File: src/rtl/pipeline_ctrl.sv
// Stall/flush controller for the five-stage pipeline: merges stall requests,
// converts MEM exceptions/ERET into flush + redirect, tracks stall statistics.
module pipeline_ctrl #(
   parameter logic [31:0] EBASE       = 32'h00000020,
   parameter int          FLUSH_HOLD  = 1,
   parameter int          WDOG_CYCLES = 1024,
   parameter int          CNT_W       = 32
) (
   input  logic             clk,
   input  logic             rst,
   input  logic             stallreq_if,
   input  logic             stallreq_id,
   input  logic             stallreq_ex,
   input  logic             stallreq_mem,
   input  logic [31:0]      excepttype_i,
   input  logic [31:0]      cp0_epc_i,
   output logic [5:0]       stall_o,
   output logic             flush_o,
   output logic [31:0]      new_pc_o,
   output logic [CNT_W-1:0] stall_cycles_o,
   output logic [15:0]      flush_count_o,
   output logic             stall_timeout_o,
   output logic             hold_o
);

   localparam int HW = (FLUSH_HOLD > 1) ? $clog2(FLUSH_HOLD) : 1;
   localparam int WW = $clog2(WDOG_CYCLES + 1);
   localparam logic [HW-1:0] HOLD_LOAD = HW'(FLUSH_HOLD - 1);
   localparam logic [WW-1:0] WD_MAX    = WW'(WDOG_CYCLES);
   localparam logic [31:0]   ERET_CODE = 32'h0000000e;

   typedef enum logic {
      S_RUN,
      S_HOLD
   } state_t;

   state_t            r_state;
   logic [HW-1:0]     r_hold_cnt;
   logic [WW-1:0]     r_wdog;
   logic [CNT_W-1:0]  r_stall_cnt;
   logic [15:0]       r_flush_cnt;
   logic              r_timeout;
   logic              w_accept;
   logic              w_stalled;

   assign w_accept = !rst && (r_state == S_RUN) && (excepttype_i != 32'd0);

   // Flush overrides any stall request in the same cycle.
   always_comb begin
      stall_o  = 6'b000000;
      flush_o  = 1'b0;
      new_pc_o = 32'd0;
      if (rst) begin
         stall_o = 6'b000000;
      end else if (w_accept) begin
         flush_o  = 1'b1;
         new_pc_o = (excepttype_i == ERET_CODE) ? cp0_epc_i : EBASE;
      end else if (stallreq_mem) begin
         stall_o = 6'b011111;
      end else if (stallreq_ex) begin
         stall_o = 6'b001111;
      end else if (stallreq_id) begin
         stall_o = 6'b000111;
      end else if (stallreq_if) begin
         stall_o = 6'b000011;
      end
   end

   assign w_stalled = (stall_o != 6'b000000);

   always_ff @(posedge clk) begin
      if (rst) begin
         r_state     <= S_RUN;
         r_hold_cnt  <= '0;
         r_stall_cnt <= '0;
         r_flush_cnt <= '0;
         r_wdog      <= '0;
         r_timeout   <= 1'b0;
      end else begin
         case (r_state)
            S_RUN: begin
               if (w_accept) begin
                  r_state    <= S_HOLD;
                  r_hold_cnt <= HOLD_LOAD;
               end
            end
            S_HOLD: begin
               if (r_hold_cnt == '0) begin
                  r_state <= S_RUN;
               end else begin
                  r_hold_cnt <= r_hold_cnt - 1'b1;
               end
            end
            default: r_state <= S_RUN;
         endcase

         if (stall_o[0] && (r_stall_cnt != {CNT_W{1'b1}})) begin
            r_stall_cnt <= r_stall_cnt + 1'b1;
         end
         if (w_accept && (r_flush_cnt != 16'hFFFF)) begin
            r_flush_cnt <= r_flush_cnt + 16'd1;
         end

         // Watchdog parks at its limit while the stall persists.
         if (!w_stalled || flush_o) begin
            r_wdog <= '0;
         end else if (r_wdog != WD_MAX) begin
            r_wdog <= r_wdog + 1'b1;
            if (r_wdog == WD_MAX - 1'b1) begin
               r_timeout <= 1'b1;
            end
         end
      end
   end

   assign stall_cycles_o  = r_stall_cnt;
   assign flush_count_o   = r_flush_cnt;
   assign stall_timeout_o = r_timeout;
   assign hold_o          = (r_state == S_HOLD);

endmodule

File: config.mk
export PLATFORM = sky130hd
export DESIGN_NAME = pipeline_ctrl
export DESIGN_NICKNAME = d
export VERILOG_FILES = /design/src/rtl/pipeline_ctrl.sv
export SDC_FILE = /design/constraint.sdc
export NUM_CORES = 1
export LEC_CHECK = 0
export CORE_MARGIN = 5
export CORE_UTILIZATION = 44
export CTS_CLUSTER_SIZE = 40
export DETAILED_ROUTE_END_ITERATION = 12
export GPL_TIMING_DRIVEN = 0
export HOLD_SLACK_MARGIN = 0.12
export PLACE_DENSITY = 0.84
export SYNTH_ARGS = -nofsm -noshare
export SYNTH_HDL_FRONTEND = slang
export SYNTH_SLANG_ARGS = --single-unit
File: constraint.sdc
create_clock -name clk -period 5.5 [get_ports clk]
set_clock_uncertainty 0.2 [all_clocks]
set_input_delay 1.1 -clock clk [delete_from_list [all_inputs] [get_ports clk]]
set_output_delay 1.1 -clock clk [all_outputs]
set_load 0.05 [all_outputs]
==> flow_summary.json, run 1 <==
{
  "ir_drop_mv": 0.155,
  "antenna_found_initial": 0,
  "dpl.cell_count": 670,
  "finalCritPeriodShare_pct": 95.1,
  "die_y_um": 96.9,
  "syn2layout_area_growth_pct": 58.2,
  "cts_root_buf": "clkbuf_8",
  "cts_tree": "yes",
  "fin_cells": 685,
  "final_common_cell": "clkdlybuf4s50_1",
  "relSlewSlack_pct": 57.9,
  "synth_warnings": 0,
  "io_pins": 159,
  "htreeDepth": 3,
  "syn_avg_cell_area_um2": 8.01,
  "cts_resized": 0,
  "r2r_setup_slack_ns": 2.08,
  "clk_pin_slew_worst_paths_ns": 0.06,
  "holdPathStages": 2,
  "n_antenna_cell": 0,
  "final_cell_mix": "clkdlybuf4s50_1, dfxtp_1, nor2_1",
  "syn_nets": 489,
  "drive_gt1_share_pct": 6.14,
  "syn_area_um2": 3330,
  "drt_first_pass_iters": 5,
  "drv_slew": 0,
  "cts_inserted_buffers": 9,
  "p_leak_uw": 0.00221,
  "rsz0062_at_grt": "no",
  "antenna_left": 0,
  "vias_per_cell": 5.47,
  "syn_inst": 415,
  "status": "finished clean",
  "min_period_ns": 5.23,
  "hold_start": "stall_timeout_o$_SDFFE_PP0P_",
  "setup_violations": 0,
  "grtUsageTotal_pct": 25.0,
  "hold_end": "stall_timeout_o$_SDFFE_PP0P_",
  "pwr_density_cell_nw_per_um2": 176,
  "dp_hpwl_um": 9340,
  "grt-ovfl-total": 0,
  "clock_latency_ns": 0.34,
  "ys_types": 46,
  "num-nets-final": 656,
  "r2r-end": "stall_cycles_o[12]$_SDFFE_PP0P_",
  "die_x_um": 96.9,
  "nFillCells": 599,
  "drt_iter0_drc": 283,
  "worstSetupPathType": "in -> out",
  "r2r_start": "stall_cycles_o[0]$_SDFFE_PP0P_",
  "gp_congestion": 0.854,
  "die_area_um2": 9400,
  "synth_edf_count": 0,
  "start_util_pct": 45.6,
  "worstPathArrival_ns": 3.93,
  "grt_max_degree": 11,
  "crit_fanout": 6,
  "cap_violations": 0,
  "drc": 0,
  "crit_required_ns": 4.20,
  "avgRoutedWirePerCell_um": 17.5,
  "ys_seq_area_share_pct": 36.7,
  "worstMarginPinSlew_ns": 0.627,
  "cts_hold_buf": 0,
  "hold_viol": 0,
  "grt_pass1_wl_um": 19300,
  "clock_sinks": 61,
  "grt_pass1_vias": 3718,
  "vias": 3747,
  "hp-class": "reg -> reg",
  "rows": 31,
  "port_buffers": 156,
  "rr_worst_depth": 9,
  "cts_buffer_depth": 2,
  "core_area_um2": 7290,
  "synth-main-ff-cell": "dfxtp_1",
  "setup_tns_ns": 0,
  "endpoint_kind": "output pin",
  "wl_um": 12000,
  "fmax_mhz": 191,
  "ys_ff_latch": 61,
  "crit_path_start_kind": "primary input",
  "post_cts_buffers": 0,
  "synthArstFlopShare_pct": 0
}
==> sequential cells by signal, indices dropped and copies added, names as in the netlist <==
signal           flops
flush_count_o       16
stall_timeout_o      1
stall_cycles_o      32
hold_o               1
r_wdog              11
==> critical path, cell delays in order <==
cell             delay [ns]
clkdlybuf4s50_1        0.45
nor4_1                 0.32
nand4_1                0.21
o31ai_2                0.52
inv_1                  0.23
nor3_1                 0.22
clkdlybuf4s50_1        0.87
==> worst max-delay path by stage <==
stage	from	cells past startpoint	slack [ns]	end
final	excepttype_i[9]	7	0.27	stall_o[2]
after global routing	excepttype_i[15]	7	0.08	stall_o[2]
after CTS	excepttype_i[9]	7	0.05	stall_o[2]
after detailed placement	excepttype_i[9]	7	0.05	stall_o[2]
after global placement	excepttype_i[9]	7	0.08	stall_o[2]
after floorplan	excepttype_i[0]	5	0.54	stall_o[4]
==> routing by layer <==
layer | part of all wire, % | global-route usage (%) | wire length [µm]
met1 | 42 | 31.3 | 5030
met2 | 51 | 42.8 | 6080
met3 | 5.7 | 5.90 | 682
met4 | 1.7 | 7.02 | 201
met5 | 0 | 0 | 0
==> synthesized netlist by cell type (12+ instances only) <==
| master | number | area (µm²) |
|---|---|---|
| nor3_1 | 16 | 80.1 |
| o31ai_1 | 17 | 128 |
| and2_1 | 31 | 194 |
| nand3_1 | 25 | 125 |
| inv_1 | 14 | 52.6 |
| nor4_1 | 14 | 87.6 |
| or4_1 | 12 | 90.1 |
| nand4_1 | 14 | 87.6 |
| nor2_1 | 44 | 165 |
| dfxtp_1 | 61 | 1220 |
| clkbuf_1 | 20 | 75.1 |
| nand2_1 | 23 | 86.3 |
| xnor2_1 | 14 | 123 |
| a21oi_1 | 23 | 115 |
==> final cells by class <==
type / instances / area, µm² / area share [%]
Sequential cell: 61 / 1220 / 23.2
Clock inverter: 1 / 5.00 / 0.0951
Tap cell: 99 / 124 / 2.35
Inverter: 14 / 52.6 / 0.999
Clock buffer: 14 / 173 / 3.28
Timing Repair Buffer: 156 / 1620 / 30.9
Multi-Input combinational cell: 316 / 1960 / 37.2
Buffer: 24 / 106 / 2.02
==> metrics by stage <==
| stage | utilization, % | hold WS, ns | cell area [µm²] | worst slack, ns | total power (µW) |
|---|---|---|---|---|---|
| global placement | 68.7 | 0.266 | 5010 | 0.0770 | 571 |
| finish | 72.2 | 0.277 | 5260 | 0.271 | 926 |
| detailed placement | 68.7 | 0.265 | 5010 | 0.0455 | 573 |
| CTS | 71.2 | 0.278 | 5190 | 0.0470 | 932 |
| floorplan | - | 0.267 | 3330 | 0.536 | 502 |
| global route | 72.2 | 0.314 | 5260 | 0.0843 | 960 |
==> cells by family (layout without fill, tap and decap cells) <==
group | Yosys count | count (layout) | share of synthesized area, %
fa+ha+maj | 4 | 4 | 1.50
compound gates | 57 | 57 | 10.7
other cells | 1 | 1 | 0.113
buf+inv | 38 | 209 | 4.78
simple gates | 222 | 222 | 37.1
xor+xnor | 21 | 21 | 5.53
flops | 61 | 61 | 36.7
mux | 11 | 11 | 3.54
==> power by group <==
group | switching (µW) | internal (µW)
Sequential | 3.92 | 444
Combinational | 55.5 | 60.1
Clock | 165 | 198
Total | 224 | 702
No activity file was read; power rests on OpenSTA's default activity.
==> run 2: changes to the inputs <==
--- a/config.mk
+++ b/config.mk
@@ -11,7 +11,7 @@
 export DETAILED_ROUTE_END_ITERATION = 12
 export GPL_TIMING_DRIVEN = 0
 export HOLD_SLACK_MARGIN = 0.12
-export PLACE_DENSITY = 0.84
+export PLACE_DENSITY = 0.95
 export SYNTH_ARGS = -nofsm -noshare
 export SYNTH_HDL_FRONTEND = slang
 export SYNTH_SLANG_ARGS = --single-unit
==> run 2 against run 1 <==
Via count is 4.1% higher. Die area stayed put. Sequential cell count stayed put. Final cell count is 0.15% higher. Utilization is 0.79 points higher. Clock power is 25% higher. Sequential share of layout area is 0.25 points lower. Global-route usage is 1.5 points higher. Count of clock-buffer cells in the layout is 2 lower. Non-clock buffer count stayed put.
==> flow_summary.json, run 2 (synthesis gave the netlist of run 1 again) <==
{
  "cpMostUsedCell": "clkdlybuf4s50_1",
  "fmax_mhz": 193,
  "crit_family": "buffers and inverters",
  "gr-usage-met3_pct": 7.27,
  "top_usage_layer": "met2",
  "rows": 31,
  "dp_hpwl_um": 9510,
  "wl_um": 12800,
  "status": "finished clean",
  "rr_worst_depth": 9,
  "pwr_density_cell_nw_per_um2": 192,
  "power_switching_uw": 236,
  "die_y_um": 96.9,
  "die_area_um2": 9400,
  "n_antenna_cell": 0,
  "cts_root_buf": "clkbuf_8",
  "p_clk_share_pct": 44.6,
  "drv_slew": 0,
  "place_area_um2": 5010,
  "endpoint": "stall_o[2]",
  "crit_cells": 7,
  "clock_latency_ns": 0.34,
  "vias_per_cell": 5.69,
  "core_area_um2": 7290,
  "grtUsageMet1_pct": 32.5,
  "vias": 3901,
  "grt-ovfl-total": 0,
  "avgRoutedWirePerCell_um": 18.6,
  "largest_reg_flops": 32,
  "cts_hold_buf": 0,
  "comb_power_share_pct": 11.4,
  "ir_drop_mv": 0.138,
  "htreeDepth": 3,
  "final_cell_area_um2": 5320,
  "start_util_pct": 45.6,
  "cap_violations": 0,
  "holdPathStages": 2,
  "worstPathArrival_ns": 3.89,
  "die_x_um": 96.9,
  "grt_pass1_wl_um": 20500,
  "p_leak_uw": 0.00234,
  "crit_path_start_kind": "primary input",
  "r2r_start": "stall_cycles_o[0]$_SDFFE_PP0P_",
  "final_cell_mix": "clkdlybuf4s50_1, dfxtp_1, nor2_1",
  "port_buffers": 156,
  "worstMarginPinSlew_ns": 0.702,
  "rsz0062_at_grt": "no",
  "grtUsageTotal_pct": 26.5,
  "crit_required_ns": 4.20,
  "gp_congestion": 0.919,
  "clock_sinks": 61,
  "dpl_worst_slack_ns": 0.0128,
  "drc": 0,
  "cts_inserted_buffers": 9,
  "cp_slowest_cell": "clkdlybuf4s50_1",
  "grt_pass1_vias": 3857,
  "crit_chain": "clkdlybuf4s50_1 > nor4_1 > nand4_1 > o31ai_2 > inv_1 > nor3_1 > clkdlybuf4s50_1",
  "hold_viol": 0,
  "worstSetupPathType": "in -> out",
  "syn2layout_area_growth_pct": 59.9,
  "antenna_left": 0,
  "cts_tree": "yes",
  "endpoint_kind": "output pin",
  "r2r-end": "stall_cycles_o[1]$_SDFFE_PP0P_",
  "setup_tns_ns": 0,
  "swShare_pct": 23.2,
  "crit_fanout": 6,
  "drive_gt1_share_pct": 6.30,
  "cpPeakStageDelay_ns": 0.83,
  "final_common_cell": "clkdlybuf4s50_1",
  "r2r_setup_slack_ns": 2.10,
  "timing.hold.ws_ns": 0.284,
  "relSlewSlack_pct": 52.9,
  "p_seq_share_pct": 44.0,
  "drt_first_pass_iters": 8,
  "io_pins": 159,
  "met2_usage_pct": 45.2,
  "setup_violations": 0,
  "clk_pin_slew_worst_paths_ns": 0.07,
  "antenna_found_initial": 0,
  "cp.buffers_inverters": 3,
  "fin_ws_ns": 0.313,
  "grt_max_degree": 11,
  "drt_iter0_drc": 362,
  "num-nets-final": 656,
  "finalCritPeriodShare_pct": 94.3,
  "internal_power_uw": 783,
  "min_period_ns": 5.19,
  "cts_buffer_depth": 2,
  "crit_start": "excepttype_i[13]",
  "hp-class": "reg -> reg"
}
==> run 2: changes by cell type in the layout (fill, tap and decap cells not counted), sizes merged <==
cell / delta
bufinv: +2
dlymetal6s2s: +6
clkbuf: -2
clkinv: +1
clkdlybuf4s50: -6
==> run 2: area by class of cell <==
cell class | instances | area [µm²]
fillers | 514 | 1970
plain buffers | 24 | 106
multi-input cells | 316 | 1950
clock inverters | 4 | 70.1
clock buffers | 12 | 155
flip-flops and latches | 61 | 1220
repair buffers | 156 | 1640
inverters | 14 | 52.6
well taps | 99 | 124
==> run 2: repair_timing <==
action                                  in CTS  in global routing
endpoints found under the setup margin       0                 34
setup buffers                                0                  0
gates resized for setup                      0                 32
==> run 2: power groups by stage <==
stage	combinational (µW)	clock [µW]	sequential, µW
6_report	117	454	448
5_1_grt	123	475	449
4_1_cts	116	454	448
3_5_place_dp	114	0	458
3_3_place_gp	112	0	458
2_1_floorplan	36.7	0	465
==> run 2: how the worst min path moves through the flow <==
stage,to,slack [ns],startpoint
after CTS,stall_timeout_o$_SDFFE_PP0P_,0.28,stall_timeout_o$_SDFFE_PP0P_
after global placement,stall_timeout_o$_SDFFE_PP0P_,0.27,stall_timeout_o$_SDFFE_PP0P_
after global routing,stall_timeout_o$_SDFFE_PP0P_,0.29,stall_timeout_o$_SDFFE_PP0P_
after detailed placement,stall_timeout_o$_SDFFE_PP0P_,0.27,stall_timeout_o$_SDFFE_PP0P_
final,stall_timeout_o$_SDFFE_PP0P_,0.28,stall_timeout_o$_SDFFE_PP0P_
after floorplan,r_wdog[9]$_SDFFE_PP0P_,0.27,r_wdog[9]$_SDFFE_PP0P_
==> run 2: routing by layer <==
| layer | up-vias | part of all wire [%] |
|---|---|---|
| met5 | - | 0 |
| met2 | 225 | 50 |
| li1 | 1823 | - |
| met4 | 0 | 2.0 |
| met1 | 1824 | 40 |
| met3 | 29 | 8.2 |
==> run 2: worst reg2reg max path: stages (launching register included) <==
cell      delay, ns
dfxtp_1        0.41
ha_1           0.33
nand2_1        0.26
nor4_1         0.37
nand4_1        0.24
nand3_1        0.25
clkbuf_1       0.40
clkbuf_1       0.50
mux2i_1        0.25
nor2_1         0.05
==> run 2: per-stage QoR <==
step | total power, µW | instances | util [%]
3_5_place_dp | 572 | 670 | 68.7
6_report | 1020 | 686 | 72.9
4_1_cts | 1020 | 686 | 71.8
3_3_place_gp | 570 | 670 | 68.7
2_1_floorplan | 502 | 415 | -
5_1_grt | 1050 | 686 | 72.9
==> run 3: changes to the inputs <==
--- a/config.mk
+++ b/config.mk
@@ -5,7 +5,6 @@
 export SDC_FILE = /design/constraint.sdc
 export NUM_CORES = 1
 export LEC_CHECK = 0
-export CORE_MARGIN = 5
 export CORE_UTILIZATION = 44
 export CTS_CLUSTER_SIZE = 40
 export DETAILED_ROUTE_END_ITERATION = 12
==> run 3 against run 2 <==
Die area is 16% lower. Wire length down 9.6%. Setup slack worse by 0.084 ns. Combinational power about the same. Via count grew 0.38%.
==> flow_summary.json, run 3 (synthesis gave the netlist of run 1 again) <==
{
  "status": "finished clean",
  "fin_ws_ns": 0.229,
  "p_leak_uw": 0.00175,
  "vias_per_cell": 5.71,
  "dpl_worst_slack_ns": 0.0340,
  "clock_sinks": 61,
  "final_common_cell": "clkdlybuf4s50_1",
  "final-seq-area_um2": 1220,
  "gp_congestion": 0.888,
  "crit_path_start_kind": "primary input",
  "pwr_density_cell_nw_per_um2": 188,
  "finalCritPeriodShare_pct": 95.8,
  "fmax_mhz": 190,
  "fin_cells": 686,
  "largest_reg_flops": 32,
  "crit_required_ns": 4.20,
  "cts_root_buf": "clkbuf_8",
  "setup_tns_ns": 0,
  "rsz0062_at_grt": "no",
  "vias": 3916,
  "start_util_pct": 45.6,
  "dp_hpwl_um": 8560,
  "endpoint_kind": "output pin",
  "clock_latency_ns": 0.35,
  "ir_drop_mv": 0.155,
  "post_cts_buffers": 0,
  "antenna_left": 0,
  "cts_inserted_buffers": 9,
  "cpPeakStageDelay_ns": 0.81,
  "rows": 31,
  "die_x_um": 88.9,
  "drv_slew": 0,
  "drt_iter0_drc": 306,
  "grt_pass1_vias": 3594,
  "cap_violations": 0,
  "relSlewSlack_pct": 57.0,
  "drive_gt1_share_pct": 6.47,
  "dpl.cell_count": 670,
  "grt-ovfl-total": 0,
  "setup_violations": 0,
  "min_period_ns": 5.27,
  "worstPathArrival_ns": 3.97,
  "worstSetupPathType": "in -> out",
  "cp_slowest_cell": "clkdlybuf4s50_1",
  "crit_chain": "clkdlybuf4s50_1 > nor4_1 > nand4_1 > nor2_1 > nand4_1 > nor3_2 > clkbuf_1 > and2_1 > clkdlybuf4s50_1",
  "nFillCells": 552,
  "core_area_um2": 7290,
  "hold_viol": 0,
  "cts_buffer_depth": 2,
  "die_y_um": 88.9,
  "crit_family": "buffers and inverters",
  "grt_pass1_wl_um": 17200,
  "worstMarginPinSlew_ns": 0.640,
  "cp.buffers_inverters": 3,
  "grtUsageTotal_pct": 28.6,
  "die_area_um2": 7910,
  "n_antenna_cell": 0,
  "timing.hold.ws_ns": 0.279,
  "clk_pin_slew_worst_paths_ns": 0.07,
  "grt_max_degree": 11,
  "io_pins": 159,
  "hp-class": "reg -> reg",
  "cts_tree": "yes",
  "num-nets-final": 656,
  "avgRoutedWirePerCell_um": 16.8,
  "drc": 0,
  "multi_input_area_um2": 1960,
  "crit_fanout": 10,
  "port_buffers": 156,
  "htreeDepth": 3,
  "syn2layout_area_growth_pct": 57.3,
  "antenna_found_initial": 0,
  "final_cell_mix": "clkdlybuf4s50_1, dfxtp_1, nor2_1",
  "drt_first_pass_iters": 5,
  "wl_um": 11500
}
## run 3: cell types whose count changed in the layout (fill, tap and decap cells not counted), sizes merged
cell / before / now
clkinvlp: 0 / 1
dlymetal6s2s: 31 / 0
clkbuf: 32 / 33
clkdlybuf4s50: 125 / 156
clkinv: 2 / 1
bufinv: 2 / 1
## run 3: cell type report
type                    instances  area share, %
multi-input cells             316           37.4
repair buffers                156           29.8
flip-flops and latches         61           23.3
clock buffers                  13           3.23
well taps                      99           2.37
plain buffers                  24           2.03
inverters                      14           1.00
clock inverters                 3          0.813
## run 3: worst paths after layout
path,to,cells past startpoint,slack (ns),startpoint
worst min register to register,stall_timeout_o$_SDFFE_PP0P_,2,0.28,stall_timeout_o$_SDFFE_PP0P_
worst min-delay path,stall_timeout_o$_SDFFE_PP0P_,2,0.28,stall_timeout_o$_SDFFE_PP0P_
worst max-delay path,new_pc_o[18],9,0.23,excepttype_i[13]
worst max register to register,stall_cycles_o[1]$_SDFFE_PP0P_,9,2.05,stall_cycles_o[2]$_SDFFE_PP0P_
## run 3: stage by stage
stage               util, %  instance area [µm²]  power (µW)
finish                 71.8                 5230         985
global route           71.8                 5230        1010
CTS                    71.6                 5220         986
detailed placement     68.7                 5010         571
global placement       68.7                 5010         569
floorplan                 -                 3330         502
## run 3: repair_timing
item / in CTS / in global routing
endpoints found under the hold margin: 0 / 0
hold buffers: 0 / 0
resized for setup: 0 / 2
setup endpoints to repair: 0 / 34
## run 3: report_power, final
group	internal, µW	total (µW)	switching (µW)
sequential	444	448	3.92
clock	246	422	177
combinational	60.0	115	54.8
## run 3: layer usage
layer	track usage, %	vias up	share of wire, %	wire length [µm]
met3	7.85	25	7.7	893
met1	36.1	1838	41	4700
met4	8.37	0	1.7	193
li1	-	1834	-	-
met2	48.0	219	50	5750
met5	0	-	0	0
## run 3: worst reg2reg max path: stages, from the launching register on
cell and delay [ns]:
dfxtp_1 0.36, clkbuf_1 0.35, nand2_1 0.31, nor4_1 0.37, nand4_1 0.23, nand3_1 0.24, clkbuf_1 0.44, clkbuf_1 0.50
mux2i_1 0.26, nor2_1 0.05
